--- src/rtl/bitpack_z.sv ---
// ============================================================================
// Module   : bitpack_z
// Function : Packs the z vector into the BitPack(z, gamma1-1, gamma1) stream,
//            emitted as DATA_OUT_BITS-wide words over valid/ready.
// Revision : 1.0 - initial release
// ============================================================================
`default_nettype none

module bitpack_z #(
  parameter int L              = 7,
  parameter int N              = 256,
  parameter int GAMMA1         = 19,
  parameter int COEFF_WIDTH    = GAMMA1 + 1,
  parameter int Q              = 8380417,
  parameter int COEFF_IN_WIDTH = 24,
  parameter int DATA_OUT_BITS  = 64
) (
  input  logic                             clk,
  input  logic                             rst,
  input  logic                             start,
  output logic                             busy,
  output logic                             done,
  output logic                             range_err,
  output logic                             rd_en_vector_z,
  output logic [$clog2(N*L)-1:0]           addr_vector_z,
  input  logic [COEFF_IN_WIDTH-1:0]        dout_vector_z,
  output logic [DATA_OUT_BITS-1:0]         out_data,
  output logic                             out_valid,
  input  logic                             out_ready,
  output logic                             out_last,
  output logic [$clog2(DATA_OUT_BITS):0]   out_last_len
);

  localparam int NUM_COEFFS  = L * N;
  localparam int TOTAL_BITS  = NUM_COEFFS * COEFF_WIDTH;
  localparam int TOTAL_WORDS = (TOTAL_BITS + DATA_OUT_BITS - 1) / DATA_OUT_BITS;
  localparam int AW          = $clog2(NUM_COEFFS);
  localparam int BW          = DATA_OUT_BITS + COEFF_WIDTH;
  localparam int FW          = $clog2(BW + 1);
  localparam int LLW         = $clog2(DATA_OUT_BITS) + 1;
  localparam int SW          = COEFF_IN_WIDTH + 3;

  localparam logic [AW:0]      NUM_C      = (AW+1)'(NUM_COEFFS);
  localparam logic [FW-1:0]    FILL_WORD  = FW'(DATA_OUT_BITS);
  localparam logic [FW-1:0]    FILL_COEFF = FW'(COEFF_WIDTH);
  localparam logic [LLW-1:0]   LAST_LEN_C = LLW'(TOTAL_BITS - (TOTAL_WORDS - 1) * DATA_OUT_BITS);
  localparam logic [COEFF_IN_WIDTH-1:0] HALF_Q = COEFF_IN_WIDTH'((Q - 1) / 2);
  localparam logic signed [SW-1:0] G1_S   = SW'(2 ** GAMMA1);
  localparam logic signed [SW-1:0] Q_S    = SW'(Q);
  localparam logic signed [SW-1:0] ZERO_S = '0;
  localparam logic signed [SW-1:0] MAXP_S = SW'(2 * (2 ** GAMMA1) - 1);

  typedef enum logic [1:0] {
    IDLE  = 2'd0,
    FETCH = 2'd1,
    EMIT  = 2'd2,
    FLUSH = 2'd3
  } state_t;

  state_t                      state_q, state_d;
  logic [BW-1:0]               buf_q, buf_d;
  logic [FW-1:0]               fill_q, fill_d;
  logic [AW:0]                 issue_q, issue_d;
  logic [AW:0]                 cons_q, cons_d;
  logic                        pend_q;
  logic [COEFF_IN_WIDTH-1:0]   skid_q, skid_d;
  logic                        skid_vld_q, skid_vld_d;
  logic [DATA_OUT_BITS-1:0]    out_data_q, out_data_d;
  logic                        out_valid_q, out_valid_d;
  logic                        out_last_q, out_last_d;
  logic                        done_q, done_d;
  logic                        range_err_q, range_err_d;
  logic                        rd_en;

  logic                        w_src_vld;
  logic [COEFF_IN_WIDTH-1:0]   w_src;
  logic signed [SW-1:0]        w_z;
  logic signed [SW-1:0]        w_packed;
  logic                        w_in_range;
  logic [BW-1:0]               w_ins;
  logic [BW-1:0]               w_buf_next;
  logic [FW-1:0]               w_fill_next;
  logic [AW:0]                 w_cons_next;

  // A read captured in the skid register always takes priority over the BRAM port.
  assign w_src_vld = skid_vld_q | pend_q;
  assign w_src     = skid_vld_q ? skid_q : dout_vector_z;

  always_comb begin
    w_z = SW'(w_src);
    if (w_src <= HALF_Q) w_packed = G1_S - w_z;
    else                 w_packed = G1_S + Q_S - w_z;
    w_in_range = (w_packed >= ZERO_S) && (w_packed <= MAXP_S);
  end

  assign w_ins       = BW'(w_packed[COEFF_WIDTH-1:0]) << fill_q;
  assign w_buf_next  = buf_q | w_ins;
  assign w_fill_next = fill_q + FILL_COEFF;
  assign w_cons_next = cons_q + 1'b1;

  always_comb begin
    state_d     = state_q;
    buf_d       = buf_q;
    fill_d      = fill_q;
    issue_d     = issue_q;
    cons_d      = cons_q;
    skid_d      = skid_q;
    skid_vld_d  = skid_vld_q;
    out_data_d  = out_data_q;
    out_valid_d = out_valid_q;
    out_last_d  = out_last_q;
    done_d      = 1'b0;
    range_err_d = range_err_q;
    rd_en       = 1'b0;
    case (state_q)
      IDLE: begin
        if (start) begin
          state_d     = FETCH;
          rd_en       = 1'b1;
          issue_d     = (AW+1)'(1);
          cons_d      = '0;
          buf_d       = '0;
          fill_d      = '0;
          skid_vld_d  = 1'b0;
          range_err_d = 1'b0;
          out_last_d  = 1'b0;
        end
      end
      FETCH: begin
        if (w_src_vld) begin
          skid_vld_d = 1'b0;
          cons_d     = w_cons_next;
          if (!w_in_range) range_err_d = 1'b1;
          if (issue_q < NUM_C) begin
            rd_en   = 1'b1;
            issue_d = issue_q + 1'b1;
          end
          if (w_fill_next >= FILL_WORD) begin
            out_data_d  = w_buf_next[DATA_OUT_BITS-1:0];
            buf_d       = w_buf_next >> DATA_OUT_BITS;
            fill_d      = w_fill_next - FILL_WORD;
            out_valid_d = 1'b1;
            out_last_d  = (w_cons_next == NUM_C) && (w_fill_next == FILL_WORD);
            state_d     = EMIT;
          end else if (w_cons_next == NUM_C) begin
            out_data_d  = w_buf_next[DATA_OUT_BITS-1:0];
            buf_d       = '0;
            fill_d      = '0;
            out_valid_d = 1'b1;
            out_last_d  = 1'b1;
            state_d     = FLUSH;
          end else begin
            buf_d  = w_buf_next;
            fill_d = w_fill_next;
          end
        end
      end
      EMIT: begin
        if (pend_q) begin
          skid_d     = dout_vector_z;
          skid_vld_d = 1'b1;
        end
        if (out_ready) begin
          out_valid_d = 1'b0;
          out_last_d  = 1'b0;
          if (cons_q < NUM_C) begin
            state_d = FETCH;
          end else if (fill_q != '0) begin
            out_data_d  = buf_q[DATA_OUT_BITS-1:0];
            out_valid_d = 1'b1;
            out_last_d  = 1'b1;
            buf_d       = '0;
            fill_d      = '0;
            state_d     = FLUSH;
          end else begin
            done_d  = 1'b1;
            state_d = IDLE;
          end
        end
      end
      FLUSH: begin
        if (out_ready) begin
          out_valid_d = 1'b0;
          out_last_d  = 1'b0;
          done_d      = 1'b1;
          state_d     = IDLE;
        end
      end
      default: state_d = IDLE;
    endcase
  end

  always_ff @(posedge clk or posedge rst) begin
    if (rst) begin
      state_q     <= IDLE;
      buf_q       <= '0;
      fill_q      <= '0;
      issue_q     <= '0;
      cons_q      <= '0;
      pend_q      <= 1'b0;
      skid_q      <= '0;
      skid_vld_q  <= 1'b0;
      out_data_q  <= '0;
      out_valid_q <= 1'b0;
      out_last_q  <= 1'b0;
      done_q      <= 1'b0;
      range_err_q <= 1'b0;
    end else begin
      state_q     <= state_d;
      buf_q       <= buf_d;
      fill_q      <= fill_d;
      issue_q     <= issue_d;
      cons_q      <= cons_d;
      pend_q      <= rd_en;
      skid_q      <= skid_d;
      skid_vld_q  <= skid_vld_d;
      out_data_q  <= out_data_d;
      out_valid_q <= out_valid_d;
      out_last_q  <= out_last_d;
      done_q      <= done_d;
      range_err_q <= range_err_d;
    end
  end

  assign busy           = (state_q != IDLE);
  assign done           = done_q;
  assign range_err      = range_err_q;
  assign rd_en_vector_z = rd_en;
  assign addr_vector_z  = (state_q == IDLE) ? '0 : issue_q[AW-1:0];
  assign out_data       = out_data_q;
  assign out_valid      = out_valid_q;
  assign out_last       = out_last_q;
  assign out_last_len   = LAST_LEN_C;

endmodule

`default_nettype wire

--- config.mk ---
export PLATFORM = sky130hd
export DESIGN_NAME = bitpack_z
export DESIGN_NICKNAME = d
export VERILOG_FILES = /design/src/rtl/bitpack_z.sv
export SDC_FILE = /design/constraint.sdc
export NUM_CORES = 1
export LEC_CHECK = 0
export BUFFER_PORTS_ARGS = -buffer_cell sky130_fd_sc_hd__buf_4
export CAP_MARGIN = 15
export CORE_MARGIN = 8
export CORE_UTILIZATION = 39
export DETAILED_ROUTE_END_ITERATION = 8
export HOLD_SLACK_MARGIN = 0.1
export SLEW_MARGIN = 20
export SYNTH_ARGS = -nofsm -noshare
export SYNTH_HDL_FRONTEND = slang
export SYNTH_SLANG_ARGS = --single-unit
--- constraint.sdc ---
create_clock -name clk -period 17.89 [get_ports clk]
set_input_delay 1.789 -clock clk [delete_from_list [all_inputs] [get_ports clk]]
set_output_delay 1.789 -clock clk [all_outputs]
set_load 0.03 [all_outputs]
==> metrics.md, run 1 <==
| Metric | Value |
|---|---|
| TritonCTS Sinks | `209` |
| Cell area after placement | `13,500 µm²` |
| YS warnings | `0` |
| Post-DP HPWL | `30,000 µm` |
| Largest net degree at the start of global routing | `77` |
| N_diodes | `0` |
| Outcome | `finished clean` |
| Largest cells by area after synthesis | `dfrtp_1 (42%), o21ai_0 (6.1%), nand2_1 (4.7%), mux2i_1 (4.6%), nor2_1 (3.9%)` |
| Distinct cells, synth | `89` |
| Startpoint Class | `input port` |
| Worst EP required | `18.36 ns` |
| Resize count post-CTS | `0` |
| Initial antenna violation count | `0` |
| I/O pins | `116` |
| Max H-tree Level | `1` |
| Final instance area | `14,300 µm²` |
| Share of the synthesized area in the top cell type | `42.4%` |
| Syn-to-layout area delta | `15.6%` |
| CORE AREA | `31,300 µm²` |
| Max-slew violations | `0` |
| Via/cell ratio | `6.13` |
| WL/cell | `22.5 µm` |
| Placed cells | `1,830` |
| Family with the most delay on the worst path | `compound AO/OA/AOI/OAI gates` |
| Setup TNS | `0 ns` |
| RSZ-0062 raised after global routing | `no` |
| CTS tree | `done` |
| Area leader, netlist | `dfrtp_1` |
| Min cycle time layout | `5.18 ns` |
| Clock buffer depth | `3` |
| Clk Tree Root Cell | `clkbuf_16` |
| FP Rows | `65` |
| Worst-skew pair later-pin latency | `0.55 ns` |
| Die H | `194 µm` |
| Worst Max-Slew Pin Slew | `1.10 ns` |
| Worst Skew | `0.0168 ns` |
| Hold buffer count at CTS | `0` |
| Fmax | `0.193 GHz` |
| # port buffers | `108` |
| CP Buf/Inv Count | `1` |
| GR Overflow Total | `0` |
| Drt pass-1 iters | `5` |
| First-pass GRT wire length | `66,700 µm` |
| Die width | `194 µm` |
| Rel. slew slack | `24.6%` |
| Pleak | `6.03 nW` |
| Antenna Nets Post-Route | `0` |
| Final cell count without fillers | `1,872` |
| Routed vias | `11.5k` |
| Prevailing post-synth register cell | `dfrtp_1` |
| Overall power | `2.72 mW` |
| Sequential area share after synthesis | `42.4%` |
| Starting Density | `39.4%` |
| Critical Path Max Stage Delay | `0.84 ns` |
| Layout cells sized above 1 | `16.0%` |
| Overall routing resource usage | `21.9%` |
| Cells along the critical path | `buf_4 > mux2i_1 > ha_1 > nand4b_1 > a211o_1 > a21o_1 > a211oi_1 > nor2_1 > o21ai_1 > a22oi_1 > a21oi_1` |
| Post-synthesis cell area | `12,300 µm²` |
| Vias in the first global route | `11.2k` |
| PD cells | `191 nW/µm²` |
| Max rail drop VDD | `93.1 µV` |
| Nets | `1,494` |
| Crit Path Max Fanout | `10` |
| Reg clk slew, reported paths | `0.06 ns` |
| Final setup margin | `12.71 ns` |
| Mean Syn Cell Area | `8.92 µm²` |
| Hold WS | `0.470 ns` |
| Async S/R FF share, synth | `100%` |
| Residual DRC count | `0` |
| CP Capture Type | `register` |
| Worst Setup Path Type | `in -> reg` |
| Final period utilization | `29.0%` |
| Routability congestion estimate from global placement | `0.947` |
| CP max stage cell | `o21ai_1` |
| Crit path DAT | `5.66 ns` |
| Die area | `37,600 µm²` |
| Final Hold Viols | `0` |
| Hold WC Path Type | `reg -> reg` |
| Finished Core Util | `45.5%` |
| Dpl ws | `12.31 ns` |
| Max_cap viols | `0` |
| Cells after Synth | `1,383` |
| EDFF count, synth | `0` |
| Num CTS Buffers | `25` |
| Initial DRC Count | `1,305` |
| Postcts setup bufs | `0` |
| #FFs+latches synth | `209` |
| Final setup violation count | `0` |
| WL final | `42,200 µm` |
==> synth_stat cells (all sizes together), types with 8 or more instances <==
cell type / number
a211oi: 18
a21oi: 93
a221oi: 11
a22oi: 15
a31o: 9
a31oi: 32
and2: 15
and3: 9
buf: 24
clkbuf: 58
dfrtp: 209
ha: 11
inv: 19
mux2: 35
mux2i: 58
nand2: 154
nand2b: 11
nand3: 32
nand4: 11
nor2: 128
nor2b: 17
nor3: 30
nor3b: 8
nor4: 10
o211ai: 15
o21a: 14
o21ai: 163
o221ai: 8
o22ai: 11
o31ai: 12
or2: 8
or3: 9
xnor2: 17
xor2: 11
==> layout make-up <==
| class | count | area (µm²) |
|---|---|---|
| well taps | 402 | 503 |
| inverters | 21 | 86.3 |
| clock buffers | 32 | 662 |
| repair buffers | 122 | 916 |
| fillers | 3009 | 17100 |
| flip-flops and latches | 209 | 5230 |
| multi-input cells | 1076 | 6720 |
| clock inverters | 10 | 145 |
==> layer usage <==
| layer | global-route usage [%] | share of wire (%) | vias up |
|---|---|---|---|
| li1 | - | - | 5257 |
| met1 | 29.9 | 44 | 5582 |
| met2 | 34.8 | 45 | 537 |
| met3 | 3.63 | 7.2 | 98 |
| met4 | 7.36 | 3.4 | 0 |
| met5 | 0 | 0 | - |
==> state kept, by name, indices dropped and copies added, names as in the netlist <==
register	cells
buf_q	84
out_data	64
skid_q	24
cons_q	12
issue_q	12
fill_q	5
state_q	2
done	1
out_last	1
out_valid	1
pend_q	1
range_err	1
skid_vld_q	1
==> power breakdown <==
group	switching [mW]	leakage (nW)	internal, mW	total, mW
clock network	0.207	0.390	0.305	0.512
logic	0.999	2.91	0.453	1.45
registers	0.118	2.74	0.635	0.753
total	1.33	6.03	1.39	2.72
==> tightest hold or removal path: cells and delay by family, from the launching register on <==
kind / cells / cell delay (ns)
DFF: 1 / 0.34
and+or+nand+nor: 2 / 0.10
==> layout by cell type, fill, tap and decap left out, types with 16 or more instances in the layout <==
master     synthesis  final
dfrtp_1          209    208
mux2_2            35     35
clkbuf_16          0     25
nor2_1           128    128
a21oi_1           91     91
buf_4              9    122
nand3_1           32     32
inv_1             18     17
xnor2_1           16     16
a31oi_1           32     32
nor2b_1           17     17
nor3_1            30     30
o21ai_0          151    151
nand2_1          153    151
mux2i_1           57     57
==> kinds of logic (layout without fill, tap and decap cells) <==
| family | count (synthesis) | count (layout) | share of synthesized area [%] |
|---|---|---|---|
| buffers and inverters | 103 | 185 | 3.46 |
| AOI/OAI and AO/OA | 480 | 480 | 25.3 |
| muxes | 94 | 94 | 8.19 |
| adders and majority gates | 11 | 11 | 1.12 |
| DFF | 209 | 209 | 42.4 |
| other | 2 | 7 | 0.0609 |
| and+or+nand+nor | 456 | 456 | 17.3 |
| xor gates and xnor gates | 28 | 28 | 2.14 |
==> worst paths after layout <==
check | start | endpoint | slack, ns | cells past startpoint
worst max-delay path | dout_vector_z[1] | buf_q[68] | 12.71 | 11
worst min-delay path | out_data[9] | out_data[9] | 0.47 | 2
worst max register to register | skid_vld_q | buf_q[68] | 12.98 | 11
worst min register to register | out_data[9] | out_data[9] | 0.47 | 2
max in group asynchronous | rst | out_data[45] | 14.41 | 4
min in group asynchronous | rst | cons_q[3] | 1.31 | 2
Note: power is estimated with default switching activity, not from simulation.
==> inputs of run 2 (changes only) <==
- clock period: 17.89 -> 5.4 ns (I/O delays scaled with it)
==> run 2 against run 1 <==
Effect of this change: flip-flop and latch count did not move; global-route usage shrank 0.10 points; non-clock buffer count is 16 higher; clock power rose to 3.4 times the previous value.
==> metrics.md, run 2 (synthesis gave the netlist of run 1 again) <==
| Metric | Value |
|---|---|
| CP Buf/Inv Count | `1 (unchanged)` |
| Setup slack, reg-to-reg | `1.01 ns (-11.97 ns)` |
| Max_cap viols | `0 (unchanged)` |
| Max H-tree Level | `1 (unchanged)` |
| GR Overflow Total | `0 (unchanged)` |
| Clk Tree Root Cell | `clkbuf_16` |
| Hold buffer count at CTS | `0 (unchanged)` |
| Outcome | `finished clean` |
| Clock buffer depth | `3 (unchanged)` |
| Vias in the first global route | `11.2k (+0.61%)` |
| Postcts setup bufs | `0 (unchanged)` |
| # port buffers | `108 (unchanged)` |
| Routability congestion estimate from global placement | `0.941 (-0.62%)` |
| Max rail drop VDD | `325 µV (+250%)` |
| Crit path DAT | `4.78 ns (-0.88 ns)` |
| Max reg flops | `84 (unchanged)` |
| Drt pass-1 iters | `6 (+1)` |
| Final instance area | `14,400 µm² (+1.3%)` |
| Internal power component | `4.75 mW (+240%)` |
| Rel. slew slack | `28.7% (+4.1 points)` |
| Startpoint Class | `register` |
| Crit Path Max Fanout | `35 (+25)` |
| Reg2Reg Launch Point | `skid_vld_q` |
| Resize count post-CTS | `0 (unchanged)` |
| Worst EP required | `5.80 ns (-12.56 ns)` |
| Cells along the critical path | `buf_4 > mux2i_1 > ha_1 > nand4b_1 > a211o_1 > a21oi_1 > nor4_1 > a211oi_2 > o22ai_1 > a22oi_1 > o21ai_0` |
| Hold WC Path Type | `in -> async` |
| Overall routing resource usage | `21.8% (-0.10 points)` |
| Starting Density | `39.4% (unchanged)` |
| Largest Register | `buf_q` |
| Most common cell after layout, fill and taps aside | `dfrtp_1` |
| Final cell count without fillers | `1,888 (+0.85%)` |
| Worst Max-Slew Pin Slew | `1.04 ns (-0.0602 ns)` |
| Final setup violation count | `0 (unchanged)` |
| Placed cells | `1,846 (+0.87%)` |
| Logic pwr share | `53.4% (about the same)` |
| Min cycle time layout | `4.39 ns` |
| R2r endpoint | `out_data[24]` |
| Family with the most delay on the worst path | `compound AO/OA/AOI/OAI gates` |
| I/O pins | `116 (unchanged)` |
| WL final | `42,300 µm (+0.37%)` |
| Finished Core Util | `46.1% (+0.58 points)` |
| First-pass GRT wire length | `66,400 µm (-0.42%)` |
| Most frequent cells in the layout | `dfrtp_1 (208), nand2_1 (152), o21ai_0 (151), buf_4 (136), nor2_1 (128)` |
| Reg power frac | `27.5% (-0.2 points)` |
| TritonCTS Sinks | `209 (unchanged)` |
| Critical Path Max Stage Delay | `0.52 ns (-0.32 ns)` |
| Via/cell ratio | `6.10 (-0.52%)` |
| Worst Setup Path Type | `reg -> reg` |
| Num CTS Buffers | `25 (unchanged)` |
| Dpl ws | `1.15 ns (-11.16 ns)` |
| CTS tree | `done` |
| N_diodes | `0 (unchanged)` |
| PD cells | `634 nW/µm² (+230%)` |
| Final period utilization | `81.2%` |
| Routed vias | `11.5k (+0.33%)` |
| CP max stage cell | `a211o_1` |
| Die width | `194 µm (unchanged)` |
| Clock power share | `19.1% (+0.3 points)` |
| Post-DP HPWL | `30,900 µm (+2.9%)` |
| Die H | `194 µm (unchanged)` |
| WL/cell | `22.4 µm (-0.48%)` |
| Switching pwr | `4.41 mW (+230%)` |
| Pleak | `6.14 nW (+1.8%)` |
| Hold WS | `0.165 ns (-0.305 ns)` |
| Reg clk slew, reported paths | `0.06 ns (about the same)` |
| CP Capture Type | `register` |
| Filler Cells Inserted | `3,057 (+1.6%)` |
| Residual DRC count | `0 (unchanged)` |
| Worst Skew | `0.0212 ns (+0.00445 ns)` |
| Max-slew violations | `0 (unchanged)` |
| Initial antenna violation count | `0 (unchanged)` |
| Setup TNS | `0 ns (unchanged)` |
| Worst Reg2Reg Path Length in Cells | `11 (unchanged)` |
| Final Hold Viols | `0 (unchanged)` |
| Layout cells sized above 1 | `17.0% (+0.97 points)` |
| Largest net degree at the start of global routing | `91 (+18%)` |
| Worst-skew pair later-pin latency | `0.54 ns (about the same)` |
| CORE AREA | `31,300 µm² (unchanged)` |
| Initial DRC Count | `1,284 (-1.6%)` |
| Overall power | `9.16 mW (+240%)` |
| Die area | `37,600 µm² (unchanged)` |
| Switching Fraction | `48.1% (-0.63 points)` |
| Nets | `1,510 (+1.1%)` |
| Antenna Nets Post-Route | `0 (unchanged)` |
| Cell area after placement | `13,600 µm² (+1.1%)` |
| RSZ-0062 raised after global routing | `no` |
| Final setup margin | `1.01 ns (-11.69 ns)` |
| FP Rows | `65 (unchanged)` |
| Fmax | `0.228 GHz` |
| Syn-to-layout area delta | `17.1%` |
==> run 2: changes by cell type in the layout (fill, tap and decap cells not counted), sizes merged <==
cell | previous run | this run
buf | 122 | 138
clkbuf | 32 | 35
clkinv | 6 | 5
clkinvlp | 2 | 1
inv | 20 | 19
==> run 2: how the worst max path moves through the flow <==
stage | cells past startpoint | end | start
finish | 11 | out_data[24] | skid_vld_q
global route | 11 | out_data[28] | skid_vld_q
CTS | 11 | out_data[24] | skid_vld_q
detailed placement | 11 | out_data[24] | skid_vld_q
global placement | 11 | out_data[28] | skid_vld_q
floorplan | 17 | buf_q[18] | fill_q[3]
==> run 2: layout make-up <==
cell class / count / area [µm²] / share of cell area, %
clock buffer: 35 / 723 / 5.01
timing repair buffer: 138 / 1060 / 7.35
sequential: 209 / 5230 / 36.2
inverter: 21 / 82.6 / 0.572
clock inverter: 7 / 125 / 0.866
multi-input combinational: 1076 / 6710 / 46.5
tap: 402 / 503 / 3.48
==> run 2: power by group through the flow <==
stage | Clock (mW) | Combinational [mW] | Sequential (mW)
after floorplan | 0 | 2.79 | 2.80
after global placement | 0 | 4.81 | 2.52
after detailed placement | 0 | 4.83 | 2.54
after CTS | 1.78 | 4.85 | 2.51
after global routing | 1.85 | 5.26 | 2.59
final | 1.75 | 4.89 | 2.52
==> run 2: per-layer routing <==
layer  vias up  wire, µm  GRT usage (%)
li1       5285         -              -
met1      5682     18600           29.2
met2       454     19400           35.1
met3        91      2800           3.68
met4         0      1530           7.61
met5         -         0              0
==> run 2: worst reg2reg max path: stages (launching register included) <==
cell and delay [ns]:
dfrtp_2 0.43, buf_4 0.36, mux2i_1 0.36, ha_1 0.31, nand4b_1 0.26, a211o_1 0.52, a21oi_1 0.43, nor4_1 0.13
a211oi_2 0.47, o22ai_1 0.33, a22oi_1 0.47, o21ai_0 0.18
